===== config.mk =====
export PLATFORM = sky130hd
export DESIGN_NAME = ccip_operand_fetch
export DESIGN_NICKNAME = d
export VERILOG_FILES = /design/src/rtl/ccip_operand_fetch_pkg.sv /design/src/rtl/ccip_rsp_tag_match.sv /design/src/rtl/ccip_operand_fetch.sv
export SDC_FILE = /design/constraint.sdc
export NUM_CORES = 1
export LEC_CHECK = 0
export CAP_MARGIN = 0
export CORE_AREA = 2 2 667 669
export DETAILED_ROUTE_END_ITERATION = 8
export DIE_AREA = 0 0 669 671
export GPL_TIMING_DRIVEN = 1
export PLACE_DENSITY_LB_ADDON = 0.1
export SLEW_MARGIN = 20
export SYNTH_ARGS = -nofsm -noshare
export SYNTH_HDL_FRONTEND = slang
export SYNTH_SLANG_ARGS = --single-unit

===== constraint.sdc =====
create_clock -name clk -period 2.2 [get_ports clk]
set_clock_uncertainty 0.1 [all_clocks]
set_input_delay 0.33 -clock clk [delete_from_list [all_inputs] [get_ports clk]]
set_output_delay 0.33 -clock clk [all_outputs]
set_load 0.02 [all_outputs]

===== src/rtl/ccip_operand_fetch_pkg.sv =====
// Shared types for the CCI-P operand-fetch stage: FSM states, mdata tags and
// mdata pack/unpack helpers (64-bit wide; callers size-cast to MDATA_W).
package ccip_operand_fetch_pkg;

    typedef enum logic [2:0] {
        IDLE  = 3'd0,
        REQ_A = 3'd1,
        REQ_B = 3'd2,
        WAIT  = 3'd3,
        DONE  = 3'd4
    } t_fetch_state;

    localparam logic TAG_A = 1'b0;
    localparam logic TAG_B = 1'b1;

    // mdata layout is {seq, tag}; the tag sits in bit 0.
    function automatic logic [63:0] pack_mdata(input logic [63:0] seq, input logic tag);
        return 64'({seq, tag});
    endfunction

    function automatic logic [63:0] mdata_seq(input logic [63:0] mdata);
        return mdata >> 1;
    endfunction

    function automatic logic mdata_tag(input logic [63:0] mdata);
        return mdata[0];
    endfunction

endpackage


===== src/rtl/ccip_rsp_tag_match.sv =====
// Combinational compare of a c0 read response tag against the live command
// sequence number; produces per-operand hits.
module ccip_rsp_tag_match
    import ccip_operand_fetch_pkg::*;
#(
    parameter int MDATA_W = 16
) (
    input  logic               rsp_valid,
    input  logic               capture_en,
    input  logic [MDATA_W-1:0] rsp_mdata,
    input  logic [MDATA_W-2:0] cur_seq,
    output logic               hit_a,
    output logic               hit_b
);

    logic seq_match;
    logic rsp_tag;
    logic take;

    always_comb begin
        seq_match = ((MDATA_W-1)'(mdata_seq(64'(rsp_mdata))) == cur_seq);
        rsp_tag   = mdata_tag(64'(rsp_mdata));
        take      = rsp_valid && capture_en && seq_match;
        hit_a     = take && (rsp_tag == TAG_A);
        hit_b     = take && (rsp_tag == TAG_B);
    end

endmodule


===== src/rtl/ccip_operand_fetch.sv =====
// Operand-fetch stage: issues two c0 reads per start, gathers both responses in
// any order and hands the operand pair downstream. Watchdog: OPERAND_FETCH_TIMEOUT_EN.
module ccip_operand_fetch
    import ccip_operand_fetch_pkg::*;
#(
    parameter int CL_ADDR_W      = 42,
    parameter int CL_DATA_W      = 512,
    parameter int MDATA_W        = 16,
    parameter int TIMEOUT_CYCLES = 4096
) (
    input  logic                 clk,
    input  logic                 reset_n,
    input  logic                 start,
    input  logic [CL_ADDR_W-1:0] addr_a,
    input  logic [CL_ADDR_W-1:0] addr_b,
    output logic                 busy,
    input  logic                 c0_tx_alm_full,
    output logic                 c0_tx_valid,
    output logic [CL_ADDR_W-1:0] c0_tx_addr,
    output logic [MDATA_W-1:0]   c0_tx_mdata,
    input  logic                 c0_rx_rsp_valid,
    input  logic [MDATA_W-1:0]   c0_rx_mdata,
    input  logic [CL_DATA_W-1:0] c0_rx_data,
    output logic                 op_valid,
    input  logic                 op_ready,
    output logic [CL_DATA_W-1:0] op_a,
    output logic [CL_DATA_W-1:0] op_b,
    output logic                 err,
    output t_fetch_state         dbg_state
);

    // Handshakes: a request transfers in every cycle c0_tx_valid=1 (the stage
    // only raises it when c0_tx_alm_full=0); the operand pair transfers on the
    // rising edge where op_valid && op_ready, and op_a/op_b hold until then.

    t_fetch_state         state_q, state_d;
    logic [MDATA_W-2:0]   seq_q, seq_d;
    logic [MDATA_W-2:0]   cur_seq_q, cur_seq_d;
    logic [CL_ADDR_W-1:0] addr_a_q, addr_a_d;
    logic [CL_ADDR_W-1:0] addr_b_q, addr_b_d;
    logic                 got_a_q, got_a_d;
    logic                 got_b_q, got_b_d;
    logic [CL_DATA_W-1:0] op_a_q, op_a_d;
    logic [CL_DATA_W-1:0] op_b_q, op_b_d;
    logic                 op_valid_q, op_valid_d;
    logic                 c0_tx_valid_q, c0_tx_valid_d;
    logic [CL_ADDR_W-1:0] c0_tx_addr_q, c0_tx_addr_d;
    logic [MDATA_W-1:0]   c0_tx_mdata_q, c0_tx_mdata_d;
    logic                 busy_q, busy_d;
    logic                 err_q, err_d;
    logic                 capture_en;
    logic                 hit_a, hit_b;

`ifdef OPERAND_FETCH_TIMEOUT_EN
    localparam int TW = $clog2(TIMEOUT_CYCLES + 1);
    logic [TW-1:0] timer_q, timer_d;
`endif

    assign capture_en = (state_q == REQ_B) || (state_q == WAIT);

    ccip_rsp_tag_match #(
        .MDATA_W (MDATA_W)
    ) u_tag_match (
        .rsp_valid  (c0_rx_rsp_valid),
        .capture_en (capture_en),
        .rsp_mdata  (c0_rx_mdata),
        .cur_seq    (cur_seq_q),
        .hit_a      (hit_a),
        .hit_b      (hit_b)
    );

    always_comb begin
        state_d       = state_q;
        seq_d         = seq_q;
        cur_seq_d     = cur_seq_q;
        addr_a_d      = addr_a_q;
        addr_b_d      = addr_b_q;
        got_a_d       = got_a_q;
        got_b_d       = got_b_q;
        op_a_d        = op_a_q;
        op_b_d        = op_b_q;
        c0_tx_valid_d = 1'b0;
        c0_tx_addr_d  = c0_tx_addr_q;
        c0_tx_mdata_d = c0_tx_mdata_q;
        err_d         = 1'b0;

        // Duplicates overwrite data; the got flag simply stays set.
        if (hit_a) begin
            op_a_d  = c0_rx_data;
            got_a_d = 1'b1;
        end
        if (hit_b) begin
            op_b_d  = c0_rx_data;
            got_b_d = 1'b1;
        end

        case (state_q)
            IDLE: begin
                if (start) begin
                    state_d   = REQ_A;
                    addr_a_d  = addr_a;
                    addr_b_d  = addr_b;
                    cur_seq_d = seq_q;
                    seq_d     = seq_q + (MDATA_W-1)'(1);
                    got_a_d   = 1'b0;
                    got_b_d   = 1'b0;
                end
            end
            REQ_A: begin
                if (!c0_tx_alm_full) begin
                    state_d       = REQ_B;
                    c0_tx_valid_d = 1'b1;
                    c0_tx_addr_d  = addr_a_q;
                    c0_tx_mdata_d = MDATA_W'(pack_mdata(64'(cur_seq_q), TAG_A));
                end
            end
            REQ_B: begin
                if (!c0_tx_alm_full) begin
                    state_d       = WAIT;
                    c0_tx_valid_d = 1'b1;
                    c0_tx_addr_d  = addr_b_q;
                    c0_tx_mdata_d = MDATA_W'(pack_mdata(64'(cur_seq_q), TAG_B));
                end
            end
            WAIT: begin
                if (got_a_q && got_b_q) begin
                    state_d = DONE;
                end
            end
            DONE: begin
                if (op_valid_q && op_ready) begin
                    state_d = IDLE;
                end
            end
            default: state_d = IDLE;
        endcase

`ifdef OPERAND_FETCH_TIMEOUT_EN
        timer_d = timer_q;
        if (state_q == IDLE && start) begin
            timer_d = '0;
        end else if (capture_en) begin
            timer_d = timer_q + TW'(1);
        end
        if (capture_en && timer_q == TW'(TIMEOUT_CYCLES - 1) && !(got_a_q && got_b_q)) begin
            state_d       = IDLE;
            got_a_d       = 1'b0;
            got_b_d       = 1'b0;
            c0_tx_valid_d = 1'b0;
            err_d         = 1'b1;
        end
`endif

        op_valid_d = (state_d == DONE);
        busy_d     = (state_d != IDLE);
    end

    always_ff @(posedge clk or negedge reset_n) begin
        if (!reset_n) begin
            state_q       <= IDLE;
            seq_q         <= '0;
            cur_seq_q     <= '0;
            addr_a_q      <= '0;
            addr_b_q      <= '0;
            got_a_q       <= 1'b0;
            got_b_q       <= 1'b0;
            op_a_q        <= '0;
            op_b_q        <= '0;
            op_valid_q    <= 1'b0;
            c0_tx_valid_q <= 1'b0;
            c0_tx_addr_q  <= '0;
            c0_tx_mdata_q <= '0;
            busy_q        <= 1'b0;
            err_q         <= 1'b0;
        end else begin
            state_q       <= state_d;
            seq_q         <= seq_d;
            cur_seq_q     <= cur_seq_d;
            addr_a_q      <= addr_a_d;
            addr_b_q      <= addr_b_d;
            got_a_q       <= got_a_d;
            got_b_q       <= got_b_d;
            op_a_q        <= op_a_d;
            op_b_q        <= op_b_d;
            op_valid_q    <= op_valid_d;
            c0_tx_valid_q <= c0_tx_valid_d;
            c0_tx_addr_q  <= c0_tx_addr_d;
            c0_tx_mdata_q <= c0_tx_mdata_d;
            busy_q        <= busy_d;
            err_q         <= err_d;
        end
    end

`ifdef OPERAND_FETCH_TIMEOUT_EN
    always_ff @(posedge clk or negedge reset_n) begin
        if (!reset_n) begin
            timer_q <= '0;
        end else begin
            timer_q <= timer_d;
        end
    end
`endif

    assign busy        = busy_q;
    assign c0_tx_valid = c0_tx_valid_q;
    assign c0_tx_addr  = c0_tx_addr_q;
    assign c0_tx_mdata = c0_tx_mdata_q;
    assign op_valid    = op_valid_q;
    assign op_a        = op_a_q;
    assign op_b        = op_b_q;
    assign err         = err_q;
    assign dbg_state   = state_q;

endmodule

[Yosys cells after proc, flatten, opt, wreduce, memory -nomap -nowiden]
Index checks and enable logic that the tools add are counted.
Storage, ports and cells
  bits in registers: 1204
  input port bits: 618
  output and inout port bits: 1089
Operators by class
  add/sub/neg operators: 1
  equal/unequal tests: 8
  muxes and demuxes: 20
  bitwise gates (word level): 1
  reductions and logical operators: 13
Operators by type and width (count)
  42-bit two-way mux: 2
  42-bit case mux with 2 select lines: 1
  16-bit two-way mux: 2
  16-bit case mux with 2 select lines: 1
  15-bit by 1-bit adder with 15-bit output, second input constant: 1
  15-bit equality test: 1
  3-bit two-way mux: 5
  3-bit case mux with 5 select lines: 1
  1-bit two-way mux: 8
  3-bit by 2-bit equality test with 1-bit output, second input constant: 2
  3-bit equality test, second input constant: 2
  1-bit logical AND: 6
  2-bit != test, second input constant: 2
  3-bit by 1-bit equality test with 1-bit output, second input constant: 1
  3-bit logical NOT: 1
  3-bit AND reduction: 1
  3-bit nonzero test: 1
  2-bit AND reduction: 1
  2-bit nonzero test: 1
  2-bit OR reduction: 1
  1-bit logical OR: 1
  1-bit inverter: 1

[Logic depth before layout (Yosys ltp)]
Gate-level depths: netlist of run 1.
  depth in word-level cells: 8
  mapped depth: 8
  depth with buffers taken out: 5

[Modules after synthesis]
From an unflattened synthesis of run 1, not the netlist that was laid out.
Unflattened totals
  cell total of the unflattened synthesis: 2918
  area, all modules: 44991.9 µm²
Modules (own cells, without submodules)
  ccip_operand_fetch: instances 1, cells each 2894, area an instance 44814.2 µm², seq. area each 30128.9 µm²
  ccip_rsp_tag_match: instances 1, cells each 24, area an instance 177.7 µm², seq. area each 0.0 µm²

[Worst setup path before layout of run 1]
OpenSTA, ideal clock, no wires.
  path type: reg2reg
  start: register state_q[1] (netlist: dbg_state[1])
  end: register op_a_q[442] (netlist: op_a[442])
  data arrival time: 2.063 ns
  data required time: 1.975 ns
  setup slack: -0.088 ns
  stages on the path, launching flop included: 9
  buffers on the path: 3
  cells stage by stage: dfrtp_1 and3b_1 nand4_1 nor4_1 nor2b_1 buf_2 buf_2 buf_4 mux2_2
On the way
  word-level cells in the longest chain between the ends: 5
  elaborated cells on any way between the ends: 6
  those cells by class: 2 x eq/ne; 4 x reduce/logical
Ends and longest elaborated chain
  from (decl): RTL line ccip_operand_fetch.sv:36  | t_fetch_state state_q, state_d;
  from (signal assigned): RTL line ccip_operand_fetch.sv:176  | state_q <= state_d;
  3-bit by 2-bit equality test with 1-bit output: RTL line ccip_operand_fetch.sv:59  | assign capture_en = (state_q == REQ_B) || (state_q == WAIT);
  1-bit logical OR *: RTL line ccip_operand_fetch.sv:59
  1-bit logical AND * (2 in series): RTL line ccip_rsp_tag_match.sv:23  | take = rsp_valid && capture_en && seq_match;
  1-bit logical AND *: RTL line ccip_rsp_tag_match.sv:24  | hit_a = take && (rsp_tag == TAG_A);
  to (signal assigned): RTL line ccip_operand_fetch.sv:183  | op_a_q <= op_a_d;
  to (decl): RTL line ccip_operand_fetch.sv:43  | logic [CL_DATA_W-1:0] op_a_q, op_a_d;
Every way passes the cells marked *; elsewhere a longest branch is shown, timed or not.
A chain may end at the register's enable or synchronous reset.

[Worst setup path in the final report of run 1]
  start: register cur_seq_q[12]
  end: register op_a_q[66] (netlist: op_a[66])
On the way
  word-level cells in the longest chain between the ends: 3
Ends and longest elaborated chain
  from (decl): RTL line ccip_operand_fetch.sv:38  | logic [MDATA_W-2:0] cur_seq_q, cur_seq_d;
  from (signal assigned): RTL line ccip_operand_fetch.sv:178  | cur_seq_q <= cur_seq_d;
  15-bit equality test: RTL line ccip_rsp_tag_match.sv:21  | seq_match = ((MDATA_W-1)'(mdata_seq(64'(rsp_mdata))) == cur_seq);
  1-bit logical AND: RTL line ccip_rsp_tag_match.sv:23
  1-bit logical AND: RTL line ccip_rsp_tag_match.sv:24
No other way between the ends.

==> results of run 1 <==
==> cell usage in the layout (no fill, tap or decap), types with 3 or more instances in the layout <==
master,instances
nand3_1,4
clkinv_8,3
mux2i_1,44
diode_2,41
dlygate4sd3_1,373
mux2_1,330
buf_6,9
buf_12,53
mux2_2,594
buf_8,8
xor2_1,5
nor2_1,8
o21ai_0,44
inv_1,3
inv_6,3
clkbuf_8,38
buf_16,19
clkinv_2,20
buf_4,213
clkbuf_16,196
clkbuf_1,59
a21oi_1,5
mux2_4,115
xnor2_1,24
clkdlybuf4s50_1,1589
dfrtp_1,1203
nand4_1,10
nand2_1,350
==> worst max-delay path: stages, from the launching register on <==
cell and delay [ns]:
dfrtp_1 0.40, xnor2_1 0.26, nand4_1 0.26, nor4_4 0.43
buf_4 0.19, nor2b_4 0.15, buf_12 0.14, buf_16 0.20
buf_16 0.23, mux2_1 0.34
==> Yosys cell counts, types with 3 or more instances <==
cell	instances	area (µm²)
nand3_1	4	20.02
nor2_1	8	30.03
nand4_1	10	62.56
a21oi_1	5	25.02
nor4_1	3	18.77
xor2_1	5	43.79
clkbuf_1	45	168.9
o21ai_0	44	220.2
buf_2	57	285.3
dfrtp_1	1204	30130
mux2i_1	44	440.4
buf_4	42	315.3
xnor2_1	25	219.0
buf_6	10	112.6
nand2_1	352	1321
inv_1	3	11.26
mux2_2	630	7094
mux2_1	409	4606
==> repair_timing <==
| action | in CTS | in global routing |
|---|---|---|
| pin swaps | 3 | 0 |
| cloned | 7 | 18 |
| hold endpoints to repair | 1794 | 0 |
| hold buffers | 373 | 0 |
| setup endpoints to repair | 1999 | 1999 |
| resized for setup | 67 | 128 |
| setup buffers | 8 | 2 |
==> path summary, 6_finish.rpt <==
kind | to | depth (start not counted) | slack [ns]
setup / recovery | op_a[66]$_DFFE_PN0P_ | 9 | -0.80
max in group asynchronous | op_b[440]$_DFFE_PN0P_ | 3 | 0.56
hold reg to reg | addr_b_q[5]$_DFFE_PN0P_ | 2 | 0.37
min in group asynchronous | op_b[476]$_DFFE_PN0P_ | 2 | 0.13
setup reg to reg | op_a[66]$_DFFE_PN0P_ | 9 | -0.80
hold / removal | op_a[58]$_DFFE_PN0P_ | 2 | 0.09
==> final cells by class <==
class,count,share of cell area [%]
Sequential cell,1204,37.04
Timing Repair Buffer,2280,28.82
Multi-Input combinational cell,1552,18.07
Tap cell,5904,9.082
Clock buffer,277,6.453
Clock inverter,33,0.3938
Antenna cell,41,0.1261
Inverter,3,0.01384
==> cells by family (layout without fill, tap and decap cells) <==
group           count (synthesis)  count (layout)  synth area share (%)
mux                          1083            1083                 26.84
other cells                     1              42              0.008291
compound gates                 51              51                0.5754
fa+ha+maj                       1               1               0.02766
xor+xnor                       30              30                0.5809
buf+inv                       157            2593                 1.975
simple gates                  386             386                 3.378
flops                        1204            1204                 66.61
==> per-stage QoR <==
stage | instances | power (µW)
after floorplan | 2913 | 26560
after global placement | 10536 | 31150
after detailed placement | 10536 | 31180
after CTS | 11234 | 61200
after global routing | 11276 | 62510
final | 11294 | 59410
==> layer usage <==
metal | vias up | share of wire [%]
li1 | 14828 | -
met1 | 17738 | 38
met2 | 1250 | 49
met3 | 346 | 10
met4 | 26 | 2.1
met5 | - | 0.051
==> where the power goes <==
group          total [µW]  internal, µW  switching, µW
combinational        7150          3260           3890
sequential          24000         23400            682
clock               28200         16500          11700
==> registers in the layout, summed over array words and instances (netlist names) <==
name	count
op_a	512
op_b	512
addr_a_q	42
addr_b_q	42
c0_tx_addr	42
c0_tx_mdata	16
cur_seq_q	15
seq_q	15
dbg_state	3
busy	1
c0_tx_valid	1
got_a_q	1
got_b_q	1
op_valid	1
==> key figures, run 1 <==
Global routing
  • Total GRT Usage: 13.66%
  • Routing usage on met1: 15.06%
  • GR peak layer: met2
  • Met2 usage: 23.95%
  • Global routing met3 resource utilization: 6.215%
  • Largest net degree at the start of global routing: 86
  • Vias in the first global route: 37247
  • Global route overflow: 0
  • Initial antenna violation count: 110
  • First-pass GRT wire length: 404400 µm

Die
  • Row count: 244
  • Ports: 1707
  • CORE AREA: 441100 µm²
  • Chip Height: 671 µm
  • Die span in x: 669 µm
  • Initial Util: 10.25%
  • Die area: 448900 µm²

Clocking
  • Max H-tree Level: 4
  • Skew-Pair Late Insertion Delay: 0.85 ns
  • Clock sink total: 1204
  • CTS tree: done
  • Root Driver: clkbuf_16
  • CTS max path bufs: 4
  • CTS clk-pin slew, worst paths: 0.06 ns
  • CTS Buf Count: 177

Setup path
  • Max FO, Critical Path: 15
  • Crit path kind: flip-flop to flip-flop
  • Arrival @ worst endpoint: 3.67 ns
  • CP Launch Type: flip-flop
  • Required @ worst endpoint: 2.86 ns
  • Reg-to-reg startpoint: cur_seq_q[12]$_DFFE_PN0P_
  • Crit. End Element: flip-flop
  • Critical path origin: cur_seq_q[12]$_DFFE_PN0P_

Yosys
  • Asr flop ratio synth: 100.0%
  • Number of synthesized register bits: 1204
  • Distinct cell type count after synthesis: 29
  • Syn Std Cell Area: 45230 µm²
  • Syn Area/Cell: 15.53 µm²
  • Yosys warning count: 0
  • Sequential fraction of the synthesis area: 66.61%
  • Mapped Nets: 3532
  • Post-synth top flop: dfrtp_1
  • Cell count after synthesis: 2913
  • Number of synthesized flops with an enable pin: 0

Final layout
  • Post-route cell area: 81340 µm²
  • Final #Nets: 5837
  • Synth-to-Final Area Change: 79.84%
  • Seq. cell area: 30130 µm²
  • Utilization after layout: 18.44%
  • Layout fillers: 48237
  • Fraction of layout cells with a size suffix above 1: 24.04%
  • Area of the multi-input gates: 14700 µm²

Routing
  • Drt first pass iters: 4
  • Vias per cell: 3.027
  • DRC viols: 0
  • Per-cell routed wire length: 28.22 µm
  • Initial DRC Count: 1336
  • Routed WL: 318700 µm
  • Post-route ant nets: 0
  • Vias: 34188

STA
  • Final period utilization: 136.6%
  • Max transition margin: 55.77%
  • Final hold viol count: 0
  • Tightest hold margin: 0.09124 ns
  • Fin crit period: 3.005 ns
  • Worst setup margin: -0.8046 ns
  • RSZ-0062 raised after global routing: yes
  • Maximum clock rate: 0.3328 GHz
  • Max-slew violations: 0
  • TNS Setup: -759.74 ns
  • Final setup violation count: 1996
  • Least-Margin Pin Slew: 0.6614 ns

Placed design
  • Pre-CTS setup slack: -1.986 ns
  • Final HPWL DP: 260300 µm
  • Placed cell area: 70430 µm²
  • Final RePlAce weighted congestion: 0.8096
  • Port-buffer cells: 1705

Run
  • Max Cap Viol: 0

Power and ir drop
  • Power Density: 730.4 nW/µm²
  • Static Leak: 0.03653 µW
  • Worst VDD drop: 443.0 µV

Worst hold path
  • Worst min path class: input pin to flip-flop
  • Hold path start: c0_rx_data[58]

Outcome
  • Failing checks: negative setup slack
  • Status: finished with violations
Power figures use the tool's default switching activity.
==> run 2: changes to the inputs <==
- SLEW_MARGIN: 20 -> default
==> results of run 2 <==
No change in the layout: final DEF, timing and power equal those of run 1.
==> run 3: changes to the inputs <==
- DONT_BUFFER_PORTS: default -> 1
==> run 3 against run 2 <==
Against the previous run:
- the flow finishes with violations (negative hold slack, negative setup slack)
- cell area shrank 16%
- core utilization fell by 3.0 points
- setup slack better by 0.12 ns
- critical path type unchanged
- sequential power rose by 4%
- sequential share of layout area rose by 7.1 points
- non-clock buffer count shrank 1326
- clock-buffer cell count is 10 lower
- fmax increased by 4.2%
- register-to-register slack improved by 0.12 ns
==> key figures, run 3 (synthesis results as in run 1) <==
Outcome
  • Status: finished with violations
  • Failing checks: negative hold slack, negative setup slack

STA
  • Final hold viol count: 495 (+495)
  • Fin crit period: 2.885 ns (-0.1199 ns)
  • RSZ-0062 raised after global routing: yes
  • Maximum clock rate: 0.3467 GHz (+4.2%)
  • Final setup violation count: 1380 (-31%)
  • Max-slew violations: 0 (unchanged)
  • Worst setup margin: -0.6847 ns (+0.1199 ns)
  • Tightest hold margin: -0.9197 ns (-1.011 ns)
  • TNS Setup: -655.30 ns (+104.44 ns)
  • Least-Margin Pin Slew: 1.263 ns (+0.6017 ns)
  • Final period utilization: 131.1% (-5.5 points)
  • Max transition margin: 15.79% (-40 points)

Routing
  • Drt first pass iters: 5 (+1)
  • Post-route ant nets: 0 (unchanged)
  • Vias per cell: 2.941 (-2.8%)
  • Initial DRC Count: 1145 (-14%)
  • Vias: 29364 (-14%)
  • Routed WL: 298900 µm (-6.2%)
  • Per-cell routed wire length: 29.95 µm (+6.1%)
  • DRC viols: 0 (unchanged)

Setup path
  • Max FO, Critical Path: 20 (+5)
  • Required @ worst endpoint: 2.83 ns (-0.03 ns)
  • Crit path kind: flip-flop to flip-flop
  • Arrival @ worst endpoint: 3.52 ns (-0.15 ns)
  • Crit. End Element: flip-flop
  • Max stage delay on crit path: 0.38 ns (-0.05 ns)
  • Cell Chain, Critical Path: xnor2_1 -> buf_4 -> nand4_1 -> nor4_4 -> buf_4 -> nor2b_4 -> buf_12 -> buf_12 -> buf_12 -> mux2_1
  • Reg-to-reg startpoint: cur_seq_q[0]$_DFFE_PN0P_
  • Slowest CP cell: dfrtp_1
  • FF-to-FF path depth: 10 (+1)
  • CP Launch Type: flip-flop
  • Critical path origin: cur_seq_q[0]$_DFFE_PN0P_
  • Crit path top cell by count: buf_12

Power and ir drop
  • Power Density: 854.0 nW/µm² (+17%)
  • Worst VDD drop: 588.8 µV (+33%)
  • Static Leak: 0.03174 µW (-13%)

Placed design
  • Placed cell area: 53630 µm² (-24%)
  • Final RePlAce weighted congestion: 0.8517 (+5.2%)
  • Final HPWL DP: 239700 µm (-7.9%)
  • Port-buffer cells: 0 (-100%)
  • Pre-CTS setup slack: -1.197 ns (+0.7892 ns)

Clocking
  • Skew-Pair Late Insertion Delay: 0.85 ns (about the same)
  • CTS Buf Count: 176 (-0.56%)
  • Max H-tree Level: 4 (unchanged)
  • CTS max path bufs: 4 (unchanged)
  • Cts hold-fix bufs: 747 (+100%)
  • CTS tree: done
  • CTS clk-pin slew, worst paths: 0.06 ns (about the same)
  • Root Driver: clkbuf_16
  • Clock sink total: 1204 (unchanged)

Global routing
  • Initial antenna violation count: 146 (+33%)
  • First-pass GRT wire length: 372000 µm (-8.0%)
  • Total GRT Usage: 12.70% (-0.95 points)
  • Vias in the first global route: 31215 (-16%)
  • Global route overflow: 0 (unchanged)
  • Largest net degree at the start of global routing: 209 (+140%)

Die
  • Die area: 448900 µm² (unchanged)
  • Initial Util: 10.25% (unchanged)
  • CORE AREA: 441100 µm² (unchanged)
  • Die span in x: 669 µm (unchanged)
  • Chip Height: 671 µm (unchanged)
  • Ports: 1707 (unchanged)
  • Row count: 244 (unchanged)

Final layout
  • Area of the multi-input gates: 14660 µm² (-0.27%)
  • Post-route cell area: 68270 µm² (-16%)
  • Most frequent cells in the layout: dfrtp_1 (1203), dlygate4sd3_1 (747), mux2_2 (621)
  • Layout fillers: 48767 (+1.1%)
  • Most common cell after layout, fill and taps aside: dfrtp_1
  • Seq. cell area: 30130 µm² (unchanged)
  • Final #Nets: 4510 (-23%)
  • Fraction of layout cells with a size suffix above 1: 29.61% (+5.6 points)
  • Synth-to-Final Area Change: 50.93%

Run
  • Max Cap Viol: 0 (unchanged)

Worst hold path
  • Worst min path class: input pin to asynchronous set/reset pin
-- run 3: changes by cell type in the layout (fill, tap and decap cells not counted), moves of 6 or more --
cell             before  now
dlygate4sd3_1       373  747
mux2_1              330  316
mux2_4              115  102
clkbuf_16           196  190
clkbuf_1             59   51
mux2_2              594  621
clkdlybuf4s50_1    1589    0
diode_2              41   64
buf_4               213  115
-- run 3: per-stage QoR --
| step | std cells | total power, µW | utilization [%] |
|---|---|---|---|
| after detailed placement | 8826 | 28630 | 12.16 |
| after global routing | 9930 | 61280 | 15.44 |
| after floorplan | 2913 | 26560 | - |
| final | 9983 | 58300 | 15.47 |
| after CTS | 9897 | 59980 | 15.27 |
| after global placement | 8826 | 28650 | 12.16 |
-- run 3: where the power goes --
group          internal (µW)  switching [µW]
logic                   2130            2780
registers              23300            1560
clock network          16800           11700
total                  42200           16100
-- run 3: path summary, 6_finish.rpt --
| kind | slack, ns | endpoint |
|---|---|---|
| worst max-delay path | -0.68 | op_a[87]$_DFFE_PN0P_ |
| worst min-delay path | -0.92 | op_a[90]$_DFFE_PN0P_ |
| worst max register to register | -0.68 | op_a[87]$_DFFE_PN0P_ |
| worst min register to register | 0.37 | seq_q[14]$_DFFE_PN0P_ |
| max in group asynchronous | -0.46 | op_b[337]$_DFFE_PN0P_ |
| min in group clk | -0.02 | op_a[339]$_DFFE_PN0P_ |
-- run 3: per-layer routing --
layer	track usage, %	share of wire (%)	vias to the layer above	wire length [µm]
met5	0	0.16	-	470
met4	2.420	2.0	66	5853
met3	7.798	14	365	42130
met2	22.06	49	1299	147900
met1	13.00	34	15445	102600
li1	-	-	12189	-
-- run 3: critical path, delay by kind of cell, from the launching register on --
kind                      cells  cell delay [ns]
buffers and inverters         5             0.91
and+or+nand+nor               3             0.72
DFF                           1             0.38
muxes                         1             0.34
xor gates and xnor gates      1             0.19
-- run 3: layout make-up --
type	count	area share (%)
Antenna cell	64	0.2346
Clock buffer	267	7.588
Clock inverter	35	0.6232
Inverter	3	0.01650
Multi-Input combinational cell	1552	21.47
Sequential cell	1204	44.14
Tap cell	5904	10.82
Timing Repair Buffer	954	15.11
-- run 3: repair_timing --
action / 4_1_cts / 5_1_grt
endpoints found under the setup margin: 1408 / 1501
setup buffers: 18 / 14
cloned: 4 / 12
resized for setup: 78 / 93
pin swaps: 2 / 2
endpoints found under the hold margin: 1660 / 525
